**src/rtl/mem_access_ctrl_pkg.sv**
```systemverilog
`default_nettype none
// ---------------------------------------------------------------------------
// Module   : mem_access_ctrl_pkg
// Purpose  : Shared MEM-stage constants, state encodings and address helper.
// Revision : 1.0
// ---------------------------------------------------------------------------
package mem_access_ctrl_pkg;

  typedef logic [1:0] state_t;

  localparam int DATA_BASE_DEF = 1024;

  localparam logic [1:0] ST_IDLE = 2'd0;
  localparam logic [1:0] ST_BUSY = 2'd1;
  localparam logic [1:0] ST_DONE = 2'd2;

  // Byte address relative to the data segment, converted to a word index.
  function automatic logic [31:0] word_addr(input logic [31:0] byte_addr,
                                            input logic [31:0] base);
    return (byte_addr - base) >> 2;
  endfunction

endpackage
`default_nettype wire

```
**src/rtl/mem_access_ctrl_if.sv**
```systemverilog
`default_nettype none
// ---------------------------------------------------------------------------
// Module   : mem_access_ctrl_if
// Purpose  : req/ack bus between the MEM-stage controller and data memory.
// Revision : 1.0
// ---------------------------------------------------------------------------
interface mem_access_ctrl_if #(
  parameter int ADDR_W = 16
);
  logic              mem_req;
  logic              mem_we;
  logic [ADDR_W-1:0] mem_addr;
  logic [31:0]       mem_wdata;
  logic [31:0]       mem_rdata;
  logic              mem_ack;

  modport master (
    output mem_req, mem_we, mem_addr, mem_wdata,
    input  mem_rdata, mem_ack
  );

  modport slave (
    input  mem_req, mem_we, mem_addr, mem_wdata,
    output mem_rdata, mem_ack
  );
endinterface
`default_nettype wire

```
**src/rtl/mem_access_ctrl_wait_timer.sv**
```systemverilog
`default_nettype none
// ---------------------------------------------------------------------------
// Module   : mem_wait_timer
// Purpose  : Loadable wait counter flagging the last permitted BUSY cycle.
// Revision : 1.0
// ---------------------------------------------------------------------------
module mem_wait_timer #(
  parameter int TIMEOUT = 64
) (
  input  wire logic clk,
  input  wire logic rst,
  input  wire logic load_i,
  input  wire logic en_i,
  output logic      timeout_o
);
  localparam int CNT_W = $clog2(TIMEOUT + 1);

  logic [CNT_W-1:0] count_q;
  logic [CNT_W-1:0] count_d;

  always_comb begin
    count_d = count_q;
    if (load_i) begin
      count_d = '0;
    end else if (en_i && !timeout_o) begin
      count_d = count_q + CNT_W'(1);
    end
  end

  always_ff @(posedge clk) begin
    if (rst) begin
      count_q <= '0;
    end else begin
      count_q <= count_d;
    end
  end

  // count_q holds the BUSY cycles already spent, so this is the TIMEOUT-th one.
  assign timeout_o = (count_q == CNT_W'(TIMEOUT - 1));

endmodule
`default_nettype wire

```
**src/rtl/mem_access_ctrl.sv**
```systemverilog
`default_nettype none
// ---------------------------------------------------------------------------
// Module   : mem_access_ctrl
// Purpose  : MEM stage: drives loads/stores over req/ack and freezes the pipe.
// Revision : 1.0
// ---------------------------------------------------------------------------
module mem_access_ctrl
  import mem_access_ctrl_pkg::*;
#(
  parameter int DATA_BASE = DATA_BASE_DEF,
  parameter int ADDR_W    = 16,
  parameter int TIMEOUT   = 64
) (
  input  wire logic         clk,
  input  wire logic         rst,
  input  wire logic         wb_en_in,
  input  wire logic         mem_r_en_in,
  input  wire logic         mem_w_en_in,
  input  wire logic [31:0]  alu_res_in,
  input  wire logic [31:0]  st_val_in,
  input  wire logic [4:0]   dest_in,
  output logic              freeze,
  mem_access_ctrl_if.master mem,
  output logic              wb_en,
  output logic              mem_r_en,
  output logic [31:0]       alu_res,
  output logic [31:0]       load_data,
  output logic [4:0]        dest,
  output logic              bus_err
);
  state_t            state_q, state_d;
  logic              req_q, req_d;
  logic              we_q, we_d;
  logic [ADDR_W-1:0] addr_q, addr_d;
  logic [31:0]       wdata_q, wdata_d;
  logic [31:0]       ldata_q, ldata_d;
  logic              err_q, err_d;
  logic              abort_q, abort_d;

  logic              w_access;
  logic              w_misaligned;
  logic [ADDR_W-1:0] w_waddr;
  logic              w_timer_load;
  logic              w_timeout;

  assign w_access     = mem_r_en_in | mem_w_en_in;
  assign w_misaligned = (alu_res_in[1:0] != 2'b00);
  assign w_waddr      = ADDR_W'(word_addr(alu_res_in, 32'(DATA_BASE)));

  mem_wait_timer #(
    .TIMEOUT (TIMEOUT)
  ) u_timer (
    .clk       (clk),
    .rst       (rst),
    .load_i    (w_timer_load),
    .en_i      (state_q == ST_BUSY),
    .timeout_o (w_timeout)
  );

  always_comb begin
    state_d      = state_q;
    req_d        = req_q;
    we_d         = we_q;
    addr_d       = addr_q;
    wdata_d      = wdata_q;
    ldata_d      = ldata_q;
    err_d        = err_q;
    abort_d      = abort_q;
    w_timer_load = 1'b0;
    case (state_q)
      ST_IDLE: begin
        if (w_access) begin
          if (w_misaligned) begin
            err_d   = 1'b1;
            ldata_d = '0;
            abort_d = 1'b1;
            state_d = ST_DONE;
          end else begin
            req_d        = 1'b1;
            we_d         = mem_w_en_in;
            addr_d       = w_waddr;
            wdata_d      = st_val_in;
            abort_d      = 1'b0;
            w_timer_load = 1'b1;
            state_d      = ST_BUSY;
            // Conflicting r+w: the store wins but the instruction is flagged.
            if (mem_r_en_in && mem_w_en_in) begin
              err_d = 1'b1;
            end
          end
        end
      end
      ST_BUSY: begin
        if (mem.mem_ack) begin
          req_d   = 1'b0;
          state_d = ST_DONE;
          if (!we_q) begin
            ldata_d = mem.mem_rdata;
          end
        end else if (w_timeout) begin
          req_d   = 1'b0;
          err_d   = 1'b1;
          ldata_d = '0;
          abort_d = 1'b1;
          state_d = ST_DONE;
        end
      end
      ST_DONE: begin
        abort_d = 1'b0;
        state_d = ST_IDLE;
      end
      default: begin
        state_d = ST_IDLE;
      end
    endcase
  end

  always_ff @(posedge clk) begin
    if (rst) begin
      state_q <= ST_IDLE;
      req_q   <= 1'b0;
      we_q    <= 1'b0;
      addr_q  <= '0;
      wdata_q <= '0;
      ldata_q <= '0;
      err_q   <= 1'b0;
      abort_q <= 1'b0;
    end else begin
      state_q <= state_d;
      req_q   <= req_d;
      we_q    <= we_d;
      addr_q  <= addr_d;
      wdata_q <= wdata_d;
      ldata_q <= ldata_d;
      err_q   <= err_d;
      abort_q <= abort_d;
    end
  end

  assign freeze        = ((state_q == ST_IDLE) && w_access) || (state_q == ST_BUSY);
  assign mem.mem_req   = req_q;
  assign mem.mem_we    = we_q;
  assign mem.mem_addr  = addr_q;
  assign mem.mem_wdata = wdata_q;

  // An aborted load must not write its zeroed result into the register file.
  assign wb_en     = wb_en_in & ~((state_q == ST_DONE) & abort_q & mem_r_en_in);
  assign mem_r_en  = mem_r_en_in;
  assign alu_res   = alu_res_in;
  assign dest      = dest_in;
  assign load_data = ldata_q;
  assign bus_err   = err_q;

endmodule
`default_nettype wire

```
**src/flat_wrapper.sv**
```systemverilog
// flat-port wrapper written by rule: the top's interface ports become plain ports
module mem_access_ctrl_flat import mem_access_ctrl_pkg::*;
#(
  parameter int DATA_BASE = DATA_BASE_DEF,
  parameter int ADDR_W    = 16,
  parameter int TIMEOUT   = 64
)
  (clk, rst, wb_en_in, mem_r_en_in, mem_w_en_in, alu_res_in, st_val_in, dest_in, freeze, wb_en, mem_r_en, alu_res, load_data, dest, bus_err, mem_mem_req, mem_mem_we, mem_mem_addr, mem_mem_wdata, mem_mem_rdata, mem_mem_ack);
  mem_access_ctrl_if #(.ADDR_W(ADDR_W)) mem_i ();
  input  wire logic clk;
  input  wire logic rst;
  input  wire logic wb_en_in;
  input  wire logic mem_r_en_in;
  input  wire logic mem_w_en_in;
  input  wire logic [31:0] alu_res_in;
  input  wire logic [31:0] st_val_in;
  input  wire logic [4:0] dest_in;
  output logic freeze;
  output logic wb_en;
  output logic mem_r_en;
  output logic [31:0] alu_res;
  output logic [31:0] load_data;
  output logic [4:0] dest;
  output logic bus_err;
  output wire logic [$bits(mem_i.mem_req)-1:0] mem_mem_req;
  output wire logic [$bits(mem_i.mem_we)-1:0] mem_mem_we;
  output wire logic [$bits(mem_i.mem_addr)-1:0] mem_mem_addr;
  output wire logic [$bits(mem_i.mem_wdata)-1:0] mem_mem_wdata;
  input wire logic [$bits(mem_i.mem_rdata)-1:0] mem_mem_rdata;
  input wire logic [$bits(mem_i.mem_ack)-1:0] mem_mem_ack;
  assign mem_mem_req = mem_i.mem_req;
  assign mem_mem_we = mem_i.mem_we;
  assign mem_mem_addr = mem_i.mem_addr;
  assign mem_mem_wdata = mem_i.mem_wdata;
  assign mem_i.mem_rdata = mem_mem_rdata;
  assign mem_i.mem_ack = mem_mem_ack;
  mem_access_ctrl #(.DATA_BASE(DATA_BASE), .ADDR_W(ADDR_W), .TIMEOUT(TIMEOUT)) u_core (.clk(clk), .rst(rst), .wb_en_in(wb_en_in), .mem_r_en_in(mem_r_en_in), .mem_w_en_in(mem_w_en_in), .alu_res_in(alu_res_in), .st_val_in(st_val_in), .dest_in(dest_in), .freeze(freeze), .mem(mem_i), .wb_en(wb_en), .mem_r_en(mem_r_en), .alu_res(alu_res), .load_data(load_data), .dest(dest), .bus_err(bus_err));
endmodule
```
**config.mk**
```make
export PLATFORM = sky130hd
export DESIGN_NAME = mem_access_ctrl_flat
export DESIGN_NICKNAME = d
export VERILOG_FILES = /design/src/rtl/mem_access_ctrl_pkg.sv /design/src/rtl/mem_access_ctrl_if.sv /design/src/rtl/mem_access_ctrl_wait_timer.sv /design/src/rtl/mem_access_ctrl.sv /design/src/flat_wrapper.sv
export SDC_FILE = /design/constraint.sdc
export NUM_CORES = 1
export LEC_CHECK = 0
export BUFFER_PORTS_ARGS = -buffer_cell sky130_fd_sc_hd__buf_2
export CELL_PAD_IN_SITES_DETAIL_PLACEMENT = 1
export CELL_PAD_IN_SITES_GLOBAL_PLACEMENT = 2
export CORE_UTILIZATION = 25
export DETAILED_ROUTE_END_ITERATION = 10
export GPL_TIMING_DRIVEN = 0
export PLACE_DENSITY = 0.85
export SYNTH_ARGS = -nofsm -noshare
export SYNTH_HDL_FRONTEND = slang
export SYNTH_SLANG_ARGS = --single-unit
```
**constraint.sdc**
```tcl
create_clock -name clk -period 3.8 [get_ports clk]
set_input_delay 0.57 -clock clk [delete_from_list [all_inputs] [get_ports clk]]
set_output_delay 0.57 -clock clk [all_outputs]
set_load 0.02 [all_outputs]
```
==> results.cfg, run 1 <==
[floorplan]
dieArea_mm2 = 0.01580
chipWidth_um = 125.7
fp-row-count = 44
initial_cell_density_of_the_core = 0.2593
core_area_mm2 = 0.01475
ioPinCount = 230
die_height_um = 125.7

[detailed_routing]
routed_via_density = 4.489
drt-total-wl_mm = 11.66
route.vias.total = 3712
drt_iter0_markers = 119
drtPass1Iterations = 4
final_antenna_net_count = 0
routed_length_per_instance_um = 14.10
remaining_drc_errors = 0

[global_route]
antenna_found_initial = 0
grt_pass1_wl_mm = 18.17
first_global_vias = 3675
gr-total-overflow = 0
track_usage = 0.1465
grt_start_max_net_pins = 16

[timing]
timing.clock.skew_ns = 0.004779
setup_viol_count_final = 0
timing_worst_slew_pin_value_ns = 0.5988
period_share = 0.5649
post_layout_minimum_cycle_time_ns = 2.147
slew-limit-headroom = 0.6008
setup_tns_ns = 0
grt_setup_unrepaired = false
final_max_slew_viol_count = 0
finalHoldViolCount = 0
fmax_mhz = 465.8

[min_path]
hp-class = in2reg
cell_count_of_the_worst_hold_path = 2

[logic_synthesis]
async_reset_ff_frac = 0
synth_enable_flop_cells = 0
mean_instance_size_in_the_synthesized_netlist_um2 = 9.132
post-synth-top-count-cell = dfxtp_1
synth_top_cells_by_count = dfxtp_1, nand2_1, a21oi_1, buf_4, a22o_1
synthesized_net_count = 532
leading_register_cell_type_out_of_synthesis = dfxtp_1
ys_seq_elements = 93
yosys_warnings = 0
synth_largest_type_area_fraction = 0.4866
synth.area.top_cells = dfxtp_1, nand2_1, buf_4, a22o_1, a21oi_1
synth_cell_type_count = 44
syn_inst = 419
syn-cell-area_mm2 = 0.003826
share_of_the_yosys_chip_area_belonging_to_registers = 0.4866
yosysTopAreaCell = dfxtp_1

[layout]
layout.cell_area.non_filler_mm2 = 0.005393
layout.filler_cells = 1808
layout.nets = 752
area_overhead_of_the_layout_relative_to_synthesis_pct = 40.94
drive_gt1_frac = 0.4401
antennaDiodeCount = 0
multi_input_area_mm2 = 0.001500
final-seq-area_mm2 = 0.001862

[worst_setup_path]
ff2ff_path_depth = 8
timing.critical_path.depth = 6
crit_path_end_kind = output port
path_common_cell = buf_2
cp.buffers_inverters = 3
crit_family = buffers and inverters
crit_path_max_fanout = 10
timing.critical_path.required_ns = 3.23
critPathArrivalTime_ns = 1.58
path_cells = inv_1 -> ha_1 -> buf_2 -> o21ai_1 -> nand2_1 -> buf_2
slowest_stage = dfxtp_1
timing.critical_path.from_type = flop
worst-setup-path-type = reg2out
critical_path.max_stage_delay_ns = 0.38

[clock_network]
ctsHoldBuffers = 0
clock_input_transition_at_the_sequential_cells_of_the_worst_setup_and_hold_paths_ns = 0.06
tritoncts_buffers = 9
cts_setup_buffers = 0
ctsResizeCount = 0
sinks_on_the_clock_net = 93
cts-root-buf = clkbuf_16
cts_htree_levels = 3
cts-root-to-sink-buffers = 2
cts_tree = done
clock_insertion_delay_at_the_later_pin_of_the_skew_report_ns = 0.34

[power]
share_clk_of_total_power = 0.390
static-leakage-power_nw = 2.609
cellInternalPower_w = 0.001665
power.density_mw_per_mm2 = 424.0
post-layout-total-power_w = 0.002287
sequentialPowerShare = 0.450
switchingPower_w = 0.0006220
switching_share = 0.2720
vdd_ir_drop_max_mv = 0.2051
combinationalPowerShare = 0.160

[run_status]
outcome = complete, no violations

[placed_design]
buffer_ports.inserted = 209
gp_routability_congestion = 0.7631
placement.cell_area_mm2 = 0.005102
place.detailed.hpwl_mm = 9.245

[flow_run]
timing.max_cap.violations = 0
state kept, by name, indices dropped and copies added (netlist names):
register / count
u_core.load_data: 32
u_core.mem.mem_wdata: 32
u_core.mem.mem_addr: 16
u_core.u_timer.count_q: 7
u_core.state_q: 2
u_core.abort_q: 1
u_core.bus_err: 1
u_core.mem.mem_req: 1
u_core.mem.mem_we: 1
routing by layer:
layer | share of wire | up-vias | GRT usage | routed length (um)
li1 | - | 1831 | - | -
met3 | 0.060 | 14 | 0.03568 | 700
met2 | 0.49 | 139 | 0.2578 | 5696
met5 | 0 | - | 0 | 0
met1 | 0.43 | 1728 | 0.1679 | 5061
met4 | 0.017 | 0 | 0.06456 | 202
cell type report:
cell class / count / share of cell area
timing repair buffer: 209 / 0.1940
sequential: 93 / 0.3452
clock inverter: 6 / 0.01206
tap: 184 / 0.04269
buffer: 63 / 0.07981
multi-input combinational: 254 / 0.2782
inverter: 9 / 0.006265
clock buffer: 9 / 0.04176
power by group through the flow:
stage	Clock (W)	Sequential, W	Combinational [W]
6_report	0.000893	0.00103	0.000366
4_1_cts	0.000926	0.00103	0.000373
2_1_floorplan	0	0.00109	0.000185
5_1_grt	0.000959	0.00103	0.000401
3_3_place_gp	0	0.00105	0.000364
3_5_place_dp	0	0.00105	0.000372
through the flow:
stage	hold slack, ns	cells	setup slack, ns	utilization
final	0.4332	827	1.653	0.3655
after floorplan	0.4254	419	2.129	-
after CTS	0.4134	827	1.632	0.3655
after global placement	0.4374	812	1.701	0.3458
after detailed placement	0.4474	812	1.642	0.3458
after global routing	0.4271	827	1.535	0.3655
layout by cell type, fill, tap and decap left out, types with 2 or more instances in the layout:
cell type / Yosys / layout
a211oi_1: 8 / 8
a21oi_1: 44 / 44
a22o_1: 32 / 32
a311oi_1: 2 / 2
a31oi_1: 2 / 2
and3_1: 2 / 2
buf_2: 5 / 214
buf_4: 44 / 44
buf_6: 3 / 3
clkbuf_1: 11 / 11
clkbuf_16: 0 / 9
clkinv_2: 0 / 2
clkinv_4: 0 / 2
dfxtp_1: 93 / 93
ha_1: 6 / 6
inv_1: 9 / 9
mux2i_1: 2 / 2
nand2_1: 90 / 90
nand2b_1: 2 / 2
nor2_1: 20 / 20
nor3_1: 2 / 2
o21a_1: 2 / 2
o21ai_0: 6 / 6
o21ai_1: 2 / 2
o31a_1: 2 / 2
xnor2_1: 5 / 5
xor2_1: 5 / 5
kinds of logic (layout without fill, tap and decap cells):
family                   count (synthesis)  count (layout)  synth area share
buffers and inverters                   72             296            0.1213
AO/OA/AOI/OAI                          107             107            0.1916
adder cells (fa/ha/maj)                  6               6           0.01962
AND/OR/NAND/NOR                        129             129            0.1527
multiplexers                             2               2          0.005232
XOR/XNOR                                10              10           0.02289
flip-flops                              93              93            0.4866
final timing paths:
path         slack (ns)                             startpoint                                     to
max                1.65         u_core.state_q[0]$_SDFFE_PP0P_                                 freeze
min                0.43                       mem_mem_rdata[6]       u_core.load_data[6]$_SDFFE_PP0P_
min reg2reg        0.45  u_core.mem.mem_wdata[24]$_SDFFE_PP0P_  u_core.mem.mem_wdata[24]$_SDFFE_PP0P_
max reg2reg        1.83         u_core.state_q[0]$_SDFFE_PP0P_      u_core.load_data[30]$_SDFFE_PP0P_
worst register-to-register path: cells and delay by family, from the launching register on:
family / cells / cell delay (ns)
adders and majority gates: 1 / 0.20
AOI/OAI and AO/OA: 2 / 0.28
buffers and inverters: 3 / 0.53
and+or+nand+nor: 2 / 0.53
DFF: 1 / 0.38
(Power assumes the default switching activity.)
==> inputs of run 2 (changes only) <==
--- a/config.mk
+++ b/config.mk
@@ -8,10 +8,10 @@
 export BUFFER_PORTS_ARGS = -buffer_cell sky130_fd_sc_hd__buf_2
 export CELL_PAD_IN_SITES_DETAIL_PLACEMENT = 1
 export CELL_PAD_IN_SITES_GLOBAL_PLACEMENT = 2
-export CORE_UTILIZATION = 25
+export CORE_UTILIZATION = 23
 export DETAILED_ROUTE_END_ITERATION = 10
 export GPL_TIMING_DRIVEN = 0
-export PLACE_DENSITY = 0.85
+export PLACE_DENSITY = 0.79
 export SYNTH_ARGS = -nofsm -noshare
 export SYNTH_HDL_FRONTEND = slang
 export SYNTH_SLANG_ARGS = --single-unit
==> constraint.sdc (replaced) <==
create_clock -name clk -period 2.25 [get_ports clk]
set_input_delay 0.3375 -clock clk [delete_from_list [all_inputs] [get_ports clk]]
set_output_delay 0.3375 -clock clk [all_outputs]
set_load 0.02 [all_outputs]
==> run 2 against run 1 <==
Flip-flop and latch count unchanged. Sequential power is 69% higher. Utilization is 2.7 points lower. Die area rose by 8.6%. Hold slack worse by 0.23 ns. Design area grew 0.74%.
==> results.cfg, run 2 (synthesized netlist as in run 1, its figures left out) <==
[run_status]
outcome = complete, no violations

[detailed_routing]
final_antenna_net_count = 0
routed_via_density = 4.336
drt-total-wl_mm = 12.17
routed_length_per_instance_um = 14.15
route.vias.total = 3729
drt_iter0_markers = 68
remaining_drc_errors = 0
drtPass1Iterations = 4

[layout]
final_cell_count_no_fill = 860
final-seq-area_mm2 = 0.001862
multi_input_area_mm2 = 0.001500
layout.cells.most_common = buf_2
layout.filler_cells = 1972
area_overhead_of_the_layout_relative_to_synthesis_pct = 41.99
most-common-layout-cells = buf_2, dfxtp_1, nand2_1
final_core_utilization = 0.3383
drive_gt1_frac = 0.4410
antennaDiodeCount = 0
layout.nets = 752

[timing]
fmax_mhz = 502.4
period_share = 0.8846
timing_worst_slew_pin_value_ns = 0.6306
final_max_slew_viol_count = 0
grt_setup_unrepaired = false
setup_tns_ns = 0
timing.clock.skew_ns = 0.006427
setup_viol_count_final = 0
post_layout_minimum_cycle_time_ns = 1.990
finalHoldViolCount = 0
slew-limit-headroom = 0.5796

[worst_setup_path]
rr_startpoint = u_core.state_q[0]$_SDFFE_PP0P_
critPathArrivalTime_ns = 2.28
setup.reg_to_reg.worst_slack_ns = 0.26
worst-setup-path-type = reg2reg
critical_path.endpoint = u_core.load_data[29]$_SDFFE_PP0P_
crit_path_max_fanout = 10
timing.critical_path.from_type = flop
crit_path_end_kind = flop
ff2ff_path_depth = 8
rr_endpoint = u_core.load_data[29]$_SDFFE_PP0P_
critical_path.max_stage_delay_ns = 0.38
path_cells = inv_1 -> ha_1 -> buf_2 -> nand2b_1 -> o21ai_1 -> nor4b_4 -> buf_4 -> a22o_1
crit_family = simple AND/OR/NAND/NOR gates
slowest_stage = dfxtp_1
cp.buffers_inverters = 3
timing.critical_path.depth = 8
timing.critical_path.required_ns = 2.54
crit_start = u_core.state_q[0]$_SDFFE_PP0P_

[clock_network]
cts-root-to-sink-buffers = 2
cts_htree_levels = 3
clock_insertion_delay_at_the_later_pin_of_the_skew_report_ns = 0.35
ctsResizeCount = 0
tritoncts_buffers = 9
cts_tree = done
sinks_on_the_clock_net = 93
cts_setup_buffers = 0
ctsHoldBuffers = 0
cts-root-buf = clkbuf_16
clock_input_transition_at_the_sequential_cells_of_the_worst_setup_and_hold_paths_ns = 0.07

[global_route]
antenna_found_initial = 0
first_global_vias = 3663
grt_start_max_net_pins = 18
grt_pass1_wl_mm = 18.21
gr-total-overflow = 0
track_usage = 0.1386

[floorplan]
die_height_um = 131.0
dieArea_mm2 = 0.01716
ioPinCount = 230
initial_cell_density_of_the_core = 0.2383
fp-row-count = 46
core_area_mm2 = 0.01606
chipWidth_um = 131.0

[power]
power.density_mw_per_mm2 = 707.4
vdd_ir_drop_max_mv = 0.3321
static-leakage-power_nw = 2.609

[min_path]
hp-class = in2reg
startpoint_of_the_lowest_slack_hold_path = mem_mem_rdata[9]

[placed_design]
gp_routability_congestion = 0.7533
place.detailed.instances = 844
place.detailed.hpwl_mm = 9.723
buffer_ports.inserted = 209

[flow_run]
timing.max_cap.violations = 0
run 2: worst min-delay path by stage:
stage | end | slack [ns] | depth (start not counted)
after floorplan | u_core.u_timer.count_q[6]$_SDFFE_PP0P_ | 0.43 | 2
after global placement | u_core.u_timer.count_q[6]$_SDFFE_PP0P_ | 0.44 | 2
after detailed placement | u_core.mem.mem_wdata[22]$_SDFFE_PP0P_ | 0.45 | 2
after CTS | u_core.load_data[9]$_SDFFE_PP0P_ | 0.18 | 2
after global routing | u_core.load_data[9]$_SDFFE_PP0P_ | 0.18 | 2
final | u_core.load_data[9]$_SDFFE_PP0P_ | 0.20 | 2
run 2: final cells by class:
| cell class | instances | area share |
|---|---|---|
| buffer | 63 | 0.07923 |
| multi-input combinational | 254 | 0.2761 |
| tap | 216 | 0.04975 |
| clock buffer | 10 | 0.04399 |
| sequential | 93 | 0.3427 |
| inverter | 9 | 0.006218 |
| clock inverter | 6 | 0.009443 |
| timing repair buffer | 209 | 0.1925 |
run 2: metrics by stage:
step	total power (W)	area (um^2)	hold WS [ns]	setup WS, ns
after floorplan	0.002147	3826	0.4254	0.5789
after global placement	0.002388	5142	0.4388	0.3465
after detailed placement	0.002405	5142	0.4477	0.2392
after CTS	0.003925	5433	0.1793	0.2163
after global routing	0.004044	5433	0.1834	0.1085
final	0.003843	5433	0.1997	0.2596
run 2: worst register-to-register path: stages (launching register included):
cell      delay (ns)
dfxtp_1         0.38
inv_1           0.10
ha_1            0.20
buf_2           0.17
nand2b_1        0.17
o21ai_1         0.13
nor4b_4         0.38
buf_4           0.25
a22o_1          0.15
run 2: layer usage:
layer	global-route usage	vias up	routed length, um
li1	-	1840	-
met1	0.1536	1747	4995
met2	0.2499	129	6147
met3	0.03339	13	837
met4	0.06288	0	184
met5	0	-	0
run 2: where the power goes:
part           internal (W)  switching, W  total [W]
clock              0.000800      0.000689    0.00149
sequential          0.00170     0.0000317    0.00174
combinational      0.000252      0.000366   0.000618
==> inputs of run 3 (changes only) <==
--- a/config.mk
+++ b/config.mk
@@ -8,10 +8,12 @@
 export BUFFER_PORTS_ARGS = -buffer_cell sky130_fd_sc_hd__buf_2
 export CELL_PAD_IN_SITES_DETAIL_PLACEMENT = 1
 export CELL_PAD_IN_SITES_GLOBAL_PLACEMENT = 2
-export CORE_UTILIZATION = 23
+export CORE_UTILIZATION = 25
 export DETAILED_ROUTE_END_ITERATION = 10
 export GPL_TIMING_DRIVEN = 0
-export PLACE_DENSITY = 0.79
+export PLACE_DENSITY = 0.85
+export REMOVE_ABC_BUFFERS = 1
+export SLEW_MARGIN = 20
 export SYNTH_ARGS = -nofsm -noshare
 export SYNTH_HDL_FRONTEND = slang
 export SYNTH_SLANG_ARGS = --single-unit
==> constraint.sdc (replaced) <==
create_clock -name clk -period 2.4 [get_ports clk]
set_input_delay 0.36 -clock clk [delete_from_list [all_inputs] [get_ports clk]]
set_output_delay 0.36 -clock clk [all_outputs]
set_load 0.02 [all_outputs]
==> run 3 against run 2 <==
Sequential power shrank 6%. Global-route usage increased by 0.22 points. Wire length is 8.8% lower. Total power down 1.4%. Clock-buffer cell count did not move. Non-clock buffer count down 75. Critical path type unchanged.
==> results.cfg, run 3 (synthesized netlist as in run 1, its figures left out) <==
[timing]
fmax_mhz = 464.9
post_layout_minimum_cycle_time_ns = 2.151
finalHoldViolCount = 0
period_share = 0.8962
grt_setup_unrepaired = false
timing_worst_slew_pin_value_ns = 0.8397
final_max_slew_viol_count = 0
slew-limit-headroom = 0.4389
setup_tns_ns = 0
setup_viol_count_final = 0
timing.clock.skew_ns = 0.004473

[flow_run]
timing.max_cap.violations = 0

[layout]
antennaDiodeCount = 0
layout.nets = 677
most-common-layout-cells = buf_2, dfxtp_1, nand2_1
area_overhead_of_the_layout_relative_to_synthesis_pct = 31.72
drive_gt1_frac = 0.3937
final_cell_count_no_fill = 753
layout.cells.most_common = buf_2

[worst_setup_path]
critPathArrivalTime_ns = 2.43
crit_path_end_kind = flop
setup.reg_to_reg.worst_slack_ns = 0.25
timing.critical_path.required_ns = 2.68
worst-setup-path-type = reg2reg
timing.critical_path.from_type = flop
crit_path_max_fanout = 17

[placed_design]
buffer_ports.inserted = 191
gp_routability_congestion = 0.7183
place.detailed.instances = 736
place.detailed.hpwl_mm = 8.296

[detailed_routing]
drt-total-wl_mm = 11.10
remaining_drc_errors = 0
routed_length_per_instance_um = 14.74
drt_iter0_markers = 93
drtPass1Iterations = 4
routed_via_density = 4.517
final_antenna_net_count = 0
route.vias.total = 3401

[global_route]
grt_pass1_wl_mm = 17.59
gr-total-overflow = 0
grt_start_max_net_pins = 55
track_usage = 0.1408
antenna_found_initial = 0
first_global_vias = 3440

[power]
static-leakage-power_nw = 2.343
vdd_ir_drop_max_mv = 0.3963
power.density_mw_per_mm2 = 751.9

[clock_network]
cts_tree = done
cts_htree_levels = 3
ctsHoldBuffers = 0
clock_input_transition_at_the_sequential_cells_of_the_worst_setup_and_hold_paths_ns = 0.07
cts-root-to-sink-buffers = 2
cts-root-buf = clkbuf_16
clock_insertion_delay_at_the_later_pin_of_the_skew_report_ns = 0.34
sinks_on_the_clock_net = 93
tritoncts_buffers = 9

[min_path]
hp-class = in2reg

[floorplan]
chipWidth_um = 125.7
initial_cell_density_of_the_core = 0.2593
die_height_um = 125.7
ioPinCount = 230
core_area_mm2 = 0.01475
fp-row-count = 44
dieArea_mm2 = 0.01580

[run_status]
outcome = complete, no violations
[run 3: changes by cell type in the layout (fill, tap and decap cells not counted), moves of 2 or more]
cell,delta
buf_4,-43
buf_2,-23
clkbuf_1,-11
bufinv_16,+3
inv_6,-3
buf_12,+2
ha_1,-2
ha_2,+2
[run 3: report_power, final]
part           internal (W)  switching, W
clock network       0.00106      0.000623
registers           0.00160     0.0000281
logic              0.000182      0.000302
[run 3: worst paths after layout]
| check | startpoint | end | cells after the start |
|---|---|---|---|
| setup / recovery | u_core.state_q[0]$_SDFFE_PP0P_ | u_core.load_data[17]$_SDFFE_PP0P_ | 8 |
| hold reg to reg | u_core.mem.mem_wdata[1]$_SDFFE_PP0P_ | u_core.mem.mem_wdata[1]$_SDFFE_PP0P_ | 2 |
| hold / removal | mem_mem_rdata[20] | u_core.load_data[20]$_SDFFE_PP0P_ | 2 |
| setup reg to reg | u_core.state_q[0]$_SDFFE_PP0P_ | u_core.load_data[17]$_SDFFE_PP0P_ | 8 |
[run 3: cell type report]
| class | instances | area (um^2) |
|---|---|---|
| flip-flops and latches | 93 | 1862 |
| repair buffers | 197 | 1041 |
| fillers | 1786 | 9714 |
| well taps | 184 | 230.2 |
| clock buffers | 10 | 239.0 |
| inverters | 9 | 33.78 |
| multi-input cells | 254 | 1518 |
| clock inverters | 6 | 116.4 |
[run 3: worst max-delay path, stage by stage, from the launching register on]
cell     delay, ns
dfxtp_1       0.34
inv_1         0.12
ha_2          0.29
o21ai_1       0.16
o21ai_2       0.25
nor4b_4       0.30
buf_4         0.28
buf_6         0.19
a22o_1        0.15
[run 3: per-layer routing]
layer	share of wire	wire length [um]	vias to the layer above	track usage
li1	-	-	1678	-
met3	0.053	591	16	0.03696
met4	0.017	191	0	0.05882
met1	0.45	4942	1585	0.1720
met2	0.48	5373	122	0.2330
met5	0	0	-	0.01238
[run 3: through the flow]
step                utilization  hold WS (ns)  total power, W  cell area (um^2)  setup WS, ns
floorplan                     -        0.4246        0.001884              3396        0.2149
detailed placement       0.3156        0.4466        0.002145              4656       0.05467
global placement         0.3106        0.4386        0.002120              4582       -0.6603
CTS                      0.3396        0.2063        0.003850              5011       0.03050
finish                   0.3416        0.2268        0.003789              5040        0.2492
global route             0.3416        0.2209        0.003970              5040       0.03269
[run 3: what timing repair did]
action,in CTS,in global routing
endpoints found under the hold margin,0,0
resized for setup,0,3
buffers inserted,0,0
endpoints found under the setup margin,0,32
